File: config.mk
export PLATFORM = sky130hd
export DESIGN_NAME = cpu_control_pipe
export DESIGN_NICKNAME = d
export VERILOG_FILES = /design/src/rtl/cpu_control_pipe.sv
export SDC_FILE = /design/constraint.sdc
export NUM_CORES = 1
export LEC_CHECK = 0
export ABC_AREA = 1
export CAP_MARGIN = 20
export CORE_AREA = 5 5 109 111
export CTS_CLUSTER_DIAMETER = 40
export DETAILED_ROUTE_END_ITERATION = 7
export DIE_AREA = 0 0 114 116
export HOLD_SLACK_MARGIN = 0.05
export RECOVER_POWER = 100
export SYNTH_ARGS = -nofsm -noshare
export SYNTH_HDL_FRONTEND = slang
export SYNTH_SLANG_ARGS = --single-unit
File: constraint.sdc
create_clock -name clock__i -period 1.6 [get_ports clock__i]
set_input_delay 0.16 -clock clock__i [delete_from_list [all_inputs] [get_ports clock__i]]
set_output_delay 0.16 -clock clock__i [all_outputs]
set_load 0.02 [all_outputs]
File: src/rtl/cpu_control_pipe.sv
// cpu_control_pipe: main control unit for the 5-stage MIPS core.
// Decodes the ID-stage opcode into a control bundle and pipelines it through
// the ID/EX, EX/MEM and MEM/WB control registers.
// It handles hazard stalls and branch flushes.
// An accepted illegal opcode raises a trap request, captures its PC in epc__o
// and bumps a saturating illegal-opcode counter.
// Ports:
//   clock__i, reset__i           clock, synchronous active-high reset
//   valid__i, opcode__i, pc__i   ID-stage instruction
//   stall__i, flush__i           hazard-unit bubble request, branch-taken kill
//   trap_ack__i                  fetch has redirected to the handler
//   {ex,mem,wb}_ctrl__o/_valid__o  per-stage control bundle and valid
//   trap__o, trap_vector__o, epc__o, illegal_count__o  trap interface
// Bundle layout (MSB..LSB): RegDst Branch BranchNe MemRead MemToReg MemWrite
// ALUSrc RegWrite ALUOp[ALUOP_W-1:0].
module cpu_control_pipe #(
    parameter int unsigned     PC_W        = 32,
    parameter int unsigned     ALUOP_W     = 4,
    parameter logic [PC_W-1:0] TRAP_VECTOR = PC_W'(32'h0000_0100),
    parameter int unsigned     CNT_W       = 8
) (
    input  logic               clock__i,
    input  logic               reset__i,
    input  logic               valid__i,
    input  logic [5:0]         opcode__i,
    input  logic [PC_W-1:0]    pc__i,
    input  logic               stall__i,
    input  logic               flush__i,
    input  logic               trap_ack__i,
    output logic [ALUOP_W+7:0] ex_ctrl__o,
    output logic               ex_valid__o,
    output logic [ALUOP_W+7:0] mem_ctrl__o,
    output logic               mem_valid__o,
    output logic [ALUOP_W+7:0] wb_ctrl__o,
    output logic               wb_valid__o,
    output logic               trap__o,
    output logic [PC_W-1:0]    trap_vector__o,
    output logic [PC_W-1:0]    epc__o,
    output logic [CNT_W-1:0]   illegal_count__o
);

    localparam int unsigned CTRL_W = 8 + ALUOP_W;

    typedef enum logic {
        S_IDLE = 1'b0,
        S_TRAP = 1'b1
    } state_t;

    state_t              state;
    state_t              state_nxt;
    logic [7:0]          dec_flags;
    logic [3:0]          dec_aluop;
    logic                dec_legal;
    logic [CTRL_W-1:0]   dec_ctrl;
    logic                accept_c;
    logic                issue_c;

    // Opcode decode; flags are RegDst..RegWrite, ALUOp is zero-extended.
    always_comb begin
        dec_flags = 8'b0000_0000;
        dec_aluop = 4'b0000;
        dec_legal = 1'b1;
        case (opcode__i)
            6'b000000: begin dec_flags = 8'b1000_0001; dec_aluop = 4'b0100; end
            6'b001000: begin dec_flags = 8'b0000_0011; dec_aluop = 4'b0010; end
            6'b001001: begin dec_flags = 8'b0000_0011; dec_aluop = 4'b1000; end
            6'b001010: begin dec_flags = 8'b0000_0011; dec_aluop = 4'b0110; end
            6'b001100: begin dec_flags = 8'b0000_0011; dec_aluop = 4'b0000; end
            6'b001101: begin dec_flags = 8'b0000_0011; dec_aluop = 4'b0001; end
            6'b001110: begin dec_flags = 8'b0000_0011; dec_aluop = 4'b0101; end
            6'b001111: begin dec_flags = 8'b0000_0011; dec_aluop = 4'b0111; end
            6'b100011: begin dec_flags = 8'b0001_1011; dec_aluop = 4'b0010; end
            6'b101011: begin dec_flags = 8'b0000_0110; dec_aluop = 4'b0010; end
            6'b000100: begin dec_flags = 8'b0100_0000; dec_aluop = 4'b0011; end
            6'b000101: begin dec_flags = 8'b0110_0000; dec_aluop = 4'b0011; end
            default:   dec_legal = 1'b0;
        endcase
        dec_ctrl = {dec_flags, ALUOP_W'(dec_aluop)};
    end

    // An instruction is accepted only when nothing blocks decode in ID.
    assign accept_c = valid__i & ~flush__i & ~stall__i & (state == S_IDLE);
    assign issue_c  = accept_c & dec_legal;

    // Trap FSM state register.
    always_ff @(posedge clock__i) begin
        if (reset__i) begin
            state <= S_IDLE;
        end else begin
            state <= state_nxt;
        end
    end

    // Trap FSM next state; flush never leaves TRAP, only the acknowledge does.
    always_comb begin
        state_nxt = state;
        case (state)
            S_IDLE: if (accept_c && !dec_legal) state_nxt = S_TRAP;
            S_TRAP: if (trap_ack__i) state_nxt = S_IDLE;
            default: state_nxt = S_IDLE;
        endcase
    end

    // Control pipeline; EX/MEM and MEM/WB never stall.
    always_ff @(posedge clock__i) begin
        if (reset__i) begin
            ex_ctrl__o   <= '0;
            ex_valid__o  <= 1'b0;
            mem_ctrl__o  <= '0;
            mem_valid__o <= 1'b0;
            wb_ctrl__o   <= '0;
            wb_valid__o  <= 1'b0;
        end else begin
            wb_ctrl__o   <= mem_ctrl__o;
            wb_valid__o  <= mem_valid__o;
            mem_ctrl__o  <= flush__i ? '0 : ex_ctrl__o;
            mem_valid__o <= ~flush__i & ex_valid__o;
            ex_ctrl__o   <= issue_c ? dec_ctrl : '0;
            ex_valid__o  <= issue_c;
        end
    end

    // EPC capture and saturating illegal-opcode count.
    always_ff @(posedge clock__i) begin
        if (reset__i) begin
            epc__o           <= '0;
            illegal_count__o <= '0;
        end else if (accept_c && !dec_legal) begin
            epc__o <= pc__i;
            if (illegal_count__o != {CNT_W{1'b1}}) begin
                illegal_count__o <= illegal_count__o + CNT_W'(1);
            end
        end
    end

    assign trap__o        = (state == S_TRAP);
    assign trap_vector__o = TRAP_VECTOR;

endmodule

* After elaboration in Yosys (flattened, before gate mapping)
Cells that the tools add are included.
W data, S select, Z words.
** Word-level totals
- Word-level logic and storage cells :: 47
- Bits in registers :: 80
** Operators by class
- Bitwise operators :: 9
- Reductions and logical operators :: 10
- $add $sub $neg :: 1
- Equal/unequal tests :: 12
- Multiplexer cells :: 6
** Operators by type and width (count)
- $pmux W8 S6 :: 1
- $eq A6 B4 Y1 const B :: 7
- $pmux W4 S8 :: 1
- $eq A6 B3 Y1 const B :: 2
- $eq A6 B6 Y1 const B :: 2
- $reduce_or A12 Y1 :: 1
- $add A8 B1 Y8 const B :: 1
- $ne A8 B8 Y1 const B :: 1
- $reduce_or A7 Y1 :: 1
- $logic_not A6 Y1 :: 1
- $reduce_or A2 Y1 :: 3
- $and A1 B1 Y1 :: 5
- $not A1 Y1 :: 4
- $mux W1 :: 3
- $reduce_or A3 Y1 :: 1
- $pmux W1 S2 :: 1
- $reduce_and A2 Y1 :: 1
- $logic_and A1 B1 Y1 :: 1
- $logic_not A1 Y1 :: 1

* Logic depth before layout (Yosys ltp)
Gate-level depths: netlist (run 1).
- Depth after elaboration :: 7
- Mapped depth :: 10

* Worst setup path before layout (run 1)
Ideal clock, no wire load.
- Kind :: register to register
- Start :: register illegal_count__o[1]
- End :: register illegal_count__o[5]
- Buffers on the path :: 0
- Stages on the path, launching flop included :: 11
- Required time :: 1.472 ns
- Arrival time :: 1.259 ns
- Library setup time :: 0.128 ns
- Setup slack :: 0.214 ns
- Cell sequence :: dfxtp_1 > ha_1 > nand2_1 > nor2_1 > nand2_1 > nand2_1 > nor2_1 > nand3_1 > nand2_1 > nand2_1 > nor2_1
** Between the ends
- Longest elaborated chain between the ends :: 2
- Elaborated cells between the ends (all ways) :: 3
- Those cells by class :: add/sub: 1; eq/ne: 1; reduce/logical: 1
** RTL lines
- start: declaration :: line 39 : output logic [CNT_W-1:0] illegal_count__o
- start signal: assignment :: line 131 : illegal_count__o <= illegal_count__o + CNT_W'(1);
- parallel branches: the longest is 2 deep, another holds $add A8 B1 Y8
Several ways; the timed one is not identified.
A chain may end at the register's enable or synchronous reset.

* Final worst setup path (run 1)
- Start :: register illegal_count__o[2]
- End :: output port illegal_count__o[2]
No word-level cell between the ends.

==> metrics.txt, run 1 <==
cell breakdown of the critical path=clkdlybuf4s50_1; Peak VDD IR=0.450 mV; clock root cell=clkbuf_8; diode count=0; Critical Path RT=1.44 ns; global-route met1 utilization=0.146; leakage power=2.00 nW; Routed Antenna Nets=0; Worst slew margin=0.425; crit-path max cell delay=0.63 ns; max frequency=0.652 GHz; Slew @ Worst Pin=0.862 ns; internal power of the cells=0.00331 W; post-route cell area=4720 µm²; Clock Power Share=0.411; syn_area_per_cell=7.85 µm²; core area=10700 µm²; Worst R2R Path Depth=9; Vert. Die Dim=116 µm; Initial Util=0.294; Clock H-tree levels=3; grt ovf=0; DRT Pass-1 Iters=4; RSZ-0062 raised after global routing=false; met3 usage=0.0423; Mapped Area=3150 µm²; CTS Buffer Depth=2; worst hold path type=input port to register; worst skew pair latency=0.34 ns; Switching Fraction=0.239; Tot Pwr=0.00435 W; RR Endpoint=illegal_count__o[5]; Max-Cap Viols=0; final setup fails=0; worst reg2reg startpoint=illegal_count__o[1]; area delta synth->final=49.9%; Die Wd=114 µm; worst setup path start=illegal_count__o[2]; clk slew on worst S/H paths=0.08 ns; r2r setup slk=0.17 ns; crit path to=illegal_count__o[2]; gpl congestion=0.763; max-slew violations=0; Seq pwr share=0.458; DRC Markers=0; Top Ports=156; DRT iter0 DRCs=87; Final #Nets=581; CP endpoint kind=output port; startpoint types=register; port bufs=123; die footprint=13200 µm²; CTS tree=done; row count=38; final critical-path share of the clock period=0.959; combinational share of power=0.131; global-route wire length before repair=13000 µm; WS Path Type=register to output port; critical path fanouts, max=5; antenna violations before repair=0; fin crit period=1.53 ns; Yosys reg bits=77; Syn. warnings=0; WL/cell=12.1 µm; hold_ws=0.199 ns; Post-Syn Instances=401; M2 GR Usage=0.210; worst path arrival time=1.37 ns; Cells after DPL=665; final hold vios=0; Non-Filler Instances=681; busiest layer in global routing=met2; Netlist cell types=35; layout cell share with drive strength beyond 1=0.0961; sequential share of the synthesized area=0.490; Crit-path slowest cell=clkdlybuf4s50_1; DR vias/cell=4.06; Post-Route WL=8270 µm; HPWL reported at the end of detailed placement=6440 µm; vias in the first global route=2725; P per Cell Area=921 nW/µm²; Placed Instance Area=4500 µm²; WP depth=1; run status=finished clean; total CTS buffers=9; largest net degree at the start of global routing=38; clock sinks=77; Worst Clk Skew=0.00803 ns; sw power=0.00104 W; Crit path max-delay family=buffers and inverters; Vias=2767; GRT Total Usage=0.124; Worst Path Buf+Inv=1
## power by group through the flow
stage	Combinational, W	Clock (W)	Sequential (W)
2_1_floorplan	0.000302	0	0.00209
3_3_place_gp	0.000574	0	0.00203
3_5_place_dp	0.000583	0	0.00204
4_1_cts	0.000585	0.00185	0.00199
5_1_grt	0.000620	0.00193	0.00199
6_report	0.000570	0.00179	0.00199
## synth_stat cells (all sizes together)
cell	n	area (µm²)
buf	46	349
nand2	37	159
inv	46	175
and3	1	6.26
nand3b	3	26.3
nor3	4	20.0
conb	2	7.51
nand3	12	92.6
nand4	5	37.5
or2	1	6.26
a31oi	1	6.26
o21ai	32	160
xor2	1	8.76
nor2	119	473
nor4	2	12.5
ha	1	12.5
clkbuf	4	15.0
a21oi	6	30.0
dfxtp	77	1540
nor3b	1	7.51
## flip-flops by register name, summed over array words and instances, names as in the netlist
name and count:
mem_ctrl__o 11, wb_ctrl__o 11, trap__o 1, epc__o 32, wb_valid__o 1, illegal_count__o 8
mem_valid__o 1, ex_ctrl__o 11, ex_valid__o 1
## layer usage
metal  wire length [µm]  vias up
met5                  0        -
met4                166        0
met3                626       13
met2               3980       88
met1               3510     1227
li1                   -     1439
## metrics by stage
stage	utilization	setup TNS, ns	worst slack, ns
after floorplan	-	0	0.214
after global placement	0.420	-11.07	-0.280
after detailed placement	0.420	-13.01	-0.335
after CTS	0.444	0	0.00118
after global routing	0.441	0	0.00629
final	0.441	0	0.0657
## cells in the final DEF, fill, tap and decap left out, types with 2 or more instances in the layout
master / n
bufinv_16: 3
conb_1: 32
inv_1: 44
buf_4: 17
nand3_1: 7
o21ai_0: 4
nor3_1: 4
a21oi_1: 6
clkbuf_1: 7
nand2_4: 2
clkbuf_8: 10
clkdlybuf4s50_1: 81
dlygate4sd3_1: 36
nand3_2: 4
nor2_1: 116
nor4_1: 2
dfxtp_1: 77
nand2_1: 33
nand2_2: 2
o21ai_1: 28
buf_12: 3
nand3b_1: 2
nand4_1: 4
clkinv_4: 2
## worst min path at each step
stage / from / end / cells after the start
finish: opcode__i[0] / ex_ctrl__o[3] / 3
global route: opcode__i[0] / ex_ctrl__o[3] / 3
CTS: pc__i[1] / epc__o[1] / 3
detailed placement: mem_ctrl__o[1] / wb_ctrl__o[1] / 2
global placement: mem_ctrl__o[4] / wb_ctrl__o[4] / 2
floorplan: opcode__i[0] / ex_ctrl__o[3] / 2
## layout make-up
class                   instances  area [µm²]
fillers                      1091        5980
inverters                      46         178
flip-flops and latches         77        1540
well taps                     140         175
repair buffers                144        1390
clock inverters                 5         108
clock buffers                  11         141
multi-input cells             258        1180
## kinds of logic (layout without fill, tap and decap cells)
group / count (synthesis) / in the layout / share of synthesized area
simple gates: 185 / 185 / 0.267
buf+inv: 96 / 206 / 0.171
flops: 77 / 77 / 0.490
compound gates: 39 / 39 / 0.0624
other cells: 2 / 32 / 0.00239
fa+ha+maj: 1 / 1 / 0.00398
xor+xnor: 1 / 1 / 0.00278
## repair_timing
action / 4_1_cts / 5_1_grt
gates resized for setup: 0 / 7
setup buffers: 0 / 0
hold buffers: 0 / 0
endpoints found under the setup margin: 0 / 37
(Power assumes the default switching activity.)
==> run 2: changes to the inputs <==
Settings changed: CORE_AREA 5 5 109 111 to 5 5 95 97, DIE_AREA 0 0 114 116 to 0 0 100 102, PLACE_DENSITY set to 0.79.
==> run 2 against run 1 <==
Against the previous run:
- flip-flop and latch count unchanged
- die area decreased by 23%
- fmax decreased by 0.81%
- sequential power about the same
- power decreased by 4.7%
- register-to-register slack about the same
==> metrics.txt, run 2 (synthesized netlist as in run 1, its figures left out) <==
CTS tree=done; Slew @ Worst Pin=0.809 ns (-0.0530 ns); WL/cell=12.1 µm (about the same); final setup fails=0 (unchanged); clock sinks=77 (unchanged); layout cell share with drive strength beyond 1=0.0926 (-0.00353); Peak VDD IR=0.326 mV (-28%); critical path fanouts, max=5 (unchanged); worst skew pair latency=0.34 ns (about the same); diode count=0 (unchanged); crit-path max cell delay=0.64 ns (about the same); HPWL reported at the end of detailed placement=6060 µm (-5.9%); max-slew violations=0 (unchanged); largest net degree at the start of global routing=38 (unchanged); Vias=2781 (+0.51%); Routed Antenna Nets=0 (unchanged); startpoint types=register; Worst Clk Skew=0.00832 ns (+0.000292 ns); leakage power=2.03 nW (+1.1%); RSZ-0062 raised after global routing=false; pre-CTS WS=-0.218 ns (+0.116 ns); Crit path max-delay family=buffers and inverters; register with the most flip-flops=epc__o; met3 usage=0.0403 (-0.00202); CP endpoint kind=output port; DR vias/cell=4.31 (+6.1%); DRC Markers=0 (unchanged); fin crit period=1.55 ns (+0.0125 ns); Setup TNS=0 ns (unchanged); Die Wd=100 µm (-12%); global-route met1 utilization=0.183 (+0.0369); most frequent cells in the layout=nor2_1, dfxtp_1, clkdlybuf4s50_1; grt ovf=0 (unchanged); busiest layer in global routing=met2; Post-Route WL=7830 µm (-5.3%); die footprint=10200 µm² (-23%); final critical-path share of the clock period=0.967 (+0.00782); gpl congestion=0.809 (+6.1%); area delta synth->final=46.5%; CTS Buffer Depth=2 (unchanged); max frequency=0.646 GHz (-0.81%); Placed Instance Area=4420 µm² (-1.7%); DRT Pass-1 Iters=4 (unchanged); Core Util, Final=0.573 (+0.132); port bufs=123 (unchanged); Initial Util=0.391 (+0.0967); max FFs per register=32 (unchanged); Crit-path slowest cell=clkdlybuf4s50_1; worst hold path type=register to register; GRT Total Usage=0.153 (+0.0282); fin worst setup slack=0.0531 ns (-0.0125 ns); M2 GR Usage=0.259 (+0.0486); total CTS buffers=9 (unchanged); Final #Nets=580 (-0.17%); vias in the first global route=2593 (-4.8%); clk slew on worst S/H paths=0.08 ns (about the same); WS Path Type=register to output port; most common cell after layout, fill and taps aside=nor2_1; final hold vios=0 (unchanged); worst path arrival time=1.39 ns (+0.02 ns); Clock H-tree levels=3 (unchanged); Top Ports=156 (unchanged); antenna violations before repair=0 (unchanged); Worst Path Buf+Inv=1 (unchanged); Critical Path RT=1.44 ns (about the same); postcts setup bufs=0 (unchanged); Vert. Die Dim=102 µm (-12%); global-route wire length before repair=12400 µm (-5.2%); clock root cell=clkbuf_8; DRT iter0 DRCs=63 (-28%); Worst slew margin=0.460 (+0.0353); post-route cell area=4610 µm² (-2.2%); cell breakdown of the critical path=clkdlybuf4s50_1; row count=33 (-13%); run status=finished clean; core area=8050 µm² (-25%); hold_ws=0.418 ns (+0.220 ns); P per Cell Area=899 nW/µm² (-2.5%); Max-Cap Viols=0 (unchanged)
[run 2: changes by cell type in the layout (fill, tap and decap cells not counted), moves of 2 or more]
cell,delta
buf_12,-2
buf_4,-3
clkdlybuf4s50_1,-15
clkinv_2,+2
dlygate4sd3_1,+17
[run 2: timing repair]
item                                    in CTS  in global routing
endpoints found under the hold margin        0                  0
endpoints found under the setup margin       1                  3
hold buffers                                 0                  0
gates resized for setup                      1                  3
[run 2: path summary, 6_finish.rpt]
| path | startpoint | cells past startpoint | slack (ns) | end |
|---|---|---|---|---|
| max | illegal_count__o[3] | 1 | 0.05 | illegal_count__o[3] |
| min | mem_ctrl__o[2] | 2 | 0.42 | wb_ctrl__o[2] |
| max reg2reg | trap__o | 6 | 0.17 | illegal_count__o[7] |
| min reg2reg | mem_ctrl__o[2] | 2 | 0.42 | wb_ctrl__o[2] |
[run 2: area by class of cell]
class | instances | area (µm²)
clock buffer | 10 | 138
inverter | 46 | 175
sequential | 77 | 1540
fill | 751 | 3440
clock inverter | 6 | 86.3
timing repair buffer | 143 | 1360
multi-input combinational | 258 | 1180
tap | 105 | 131
[run 2: worst min-delay path, stage by stage, from the launching register on]
cell	delay, ns
dfxtp_1	0.31
inv_1	0.04
nor2_1	0.03
[run 2: where the power goes]
part | internal, W | switching (W)
combinational | 0.000239 | 0.000309
clock | 0.000918 | 0.000690
sequential | 0.00196 | 0.0000241
total | 0.00312 | 0.00102
[run 2: layer usage]
layer  vias to the layer above  part of all wire
met4                         0             0.023
met2                       106              0.49
met3                        14             0.084
met1                      1226              0.40
met5                         -                 0
li1                       1435                 -
[run 2: metrics by stage]
step | instances | power [W]
final | 645 | 0.00414
after global routing | 645 | 0.00432
after CTS | 645 | 0.00421
after detailed placement | 629 | 0.00260
after global placement | 629 | 0.00259
after floorplan | 431 | 0.00239
==> run 3: changes to the inputs <==
Settings changed: CORE_AREA 5 5 95 97 to 5 5 92 94, DIE_AREA 0 0 100 102 to 0 0 97 99, PLACE_DENSITY 0.79 to 0.83.
Clock period 1.6 ns to 1.85 ns, I/O delays scaled along.
==> run 3 against run 2 <==
Against the previous run:
- sequential share of layout area is 0.54 points higher
- worst hold slack worse by 0.010 ns
- via count decreased by 2.7%
- critical path type unchanged
==> metrics.txt, run 3 (synthesized netlist as in run 1, its figures left out) <==
grt ovf=0 (unchanged); Core Util, Final=0.600 (+0.0269); Peak VDD IR=0.349 mV (+7.1%); port bufs=123 (unchanged); Final #Nets=569 (-1.9%); Gates resized, CTS repair=0 (-1); pre-CTS WS=-0.0532 ns (+0.165 ns); DRT Pass-1 Iters=4 (unchanged); Worst slew margin=0.505 (+0.0447); WS Path Type=register to output port; global-route wire length before repair=12100 µm (-1.9%); Clock H-tree levels=3 (unchanged); Crit-path slowest cell=dlygate4sd3_1; Tot Pwr=0.00345 W (-17%); area delta synth->final=44.2%; Slew @ Worst Pin=0.742 ns (-0.0670 ns); max-slew violations=0 (unchanged); Post-Route WL=7560 µm (-3.5%); Initial Util=0.416 (+0.0250); leakage power=2.08 nW (+2.4%); final setup fails=0 (unchanged); HPWL reported at the end of detailed placement=5830 µm (-3.7%); layout cell share with drive strength beyond 1=0.0720 (-0.0206); gpl congestion=0.906 (+12%); WL/cell=12.0 µm (-1.2%); CTS tree=done; row count=32 (-3.0%); P per Cell Area=760 nW/µm² (-15%); vias in the first global route=2548 (-1.7%); Vias=2705 (-2.7%); largest net degree at the start of global routing=33 (-13%); clock sinks=77 (unchanged); Critical Path RT=1.66 ns (+0.22 ns); crit-path max cell delay=0.71 ns (+0.07 ns); max FFs per register=32 (unchanged); Routed Antenna Nets=0 (unchanged); postcts setup bufs=0 (unchanged); worst reg2reg startpoint=trap__o; hold path start=ex_ctrl__o[4]; most common cell after layout, fill and taps aside=nor2_1; final critical-path share of the clock period=0.888; Worst Path Buf+Inv=1 (unchanged); fin worst setup slack=0.207 ns (+0.154 ns); Top Ports=156 (unchanged); most frequent cells in the layout=nor2_1, dlygate4sd3_1, dfxtp_1; cell breakdown of the critical path=dlygate4sd3_1; max frequency=0.609 GHz; cts hold-fix bufs=0 (unchanged); GRT Total Usage=0.155 (+0.00257); worst setup path start=illegal_count__o[4]; diode count=0 (unchanged); register with the most flip-flops=epc__o; DR vias/cell=4.29 (-0.42%); CTS Buffer Depth=2 (unchanged); fin crit period=1.64 ns; Worst Clk Skew=0.0101 ns (+0.00180 ns); final hold vios=0 (unchanged); antenna violations before repair=0 (unchanged); RSZ-0062 raised after global routing=false; Die Wd=97 µm (-3.0%); Crit path max-delay family=buffers and inverters; worst skew pair latency=0.33 ns (about the same); total CTS buffers=9 (unchanged); run status=finished clean; Max-Cap Viols=0 (unchanged); critical path fanouts, max=5 (unchanged); core area=7570 µm² (-6.0%); CP endpoint kind=output port; Vert. Die Dim=99 µm (-2.9%); DRC Markers=0 (unchanged); clock root cell=clkbuf_8; die footprint=9600 µm² (-5.9%); startpoint types=register; DRT iter0 DRCs=82 (+30%); worst hold path type=register to register; worst path arrival time=1.46 ns (+0.07 ns); clk slew on worst S/H paths=0.08 ns (about the same)
run 3: metal layers:
metal | GRT usage | wire [µm] | up-vias
li1 | - | - | 1413
met1 | 0.184 | 3180 | 1183
met2 | 0.268 | 3770 | 99
met3 | 0.0361 | 487 | 10
met4 | 0.0680 | 119 | 0
met5 | 0 | 0 | -
run 3: worst paths after layout:
check	endpoint	slack, ns	cells past startpoint
setup / recovery	illegal_count__o[4]	0.21	1
setup reg to reg	illegal_count__o[7]	0.34	6
hold reg to reg	mem_ctrl__o[4]	0.41	2
hold / removal	mem_ctrl__o[4]	0.41	2
run 3: final cells by class:
| cell class | count | area, µm² |
|---|---|---|
| well taps | 102 | 128 |
| fillers | 667 | 3030 |
| flip-flops and latches | 77 | 1540 |
| multi-input cells | 258 | 1170 |
| repair buffers | 132 | 1320 |
| clock buffers | 12 | 155 |
| inverters | 46 | 175 |
| clock inverters | 3 | 43.8 |
run 3: worst reg2reg max path, cell delays in order (launching register included):
cell and delay [ns]:
dfxtp_1 0.32, nor2_1 0.09, and3_1 0.33, buf_4 0.23, nand3_1 0.22, nand2_1 0.12, a21oi_1 0.06
run 3: metrics by stage:
stage / cell area [µm²] / hold WS (ns) / cells / TNS [ns]
floorplan: 3260 / 0.318 / 431 / 0
global placement: 4350 / 0.412 / 615 / 0
detailed placement: 4350 / 0.414 / 615 / -0.818
CTS: 4550 / 0.419 / 630 / 0
global route: 4540 / 0.431 / 630 / 0
finish: 4540 / 0.408 / 630 / 0
run 3: power by group:
group	internal [W]	leakage [nW]	switching (W)
logic	0.000198	1.35	0.000264
registers	0.00170	0.624	0.0000212
clock network	0.000694	0.103	0.000575
total	0.00259	2.08	0.000860
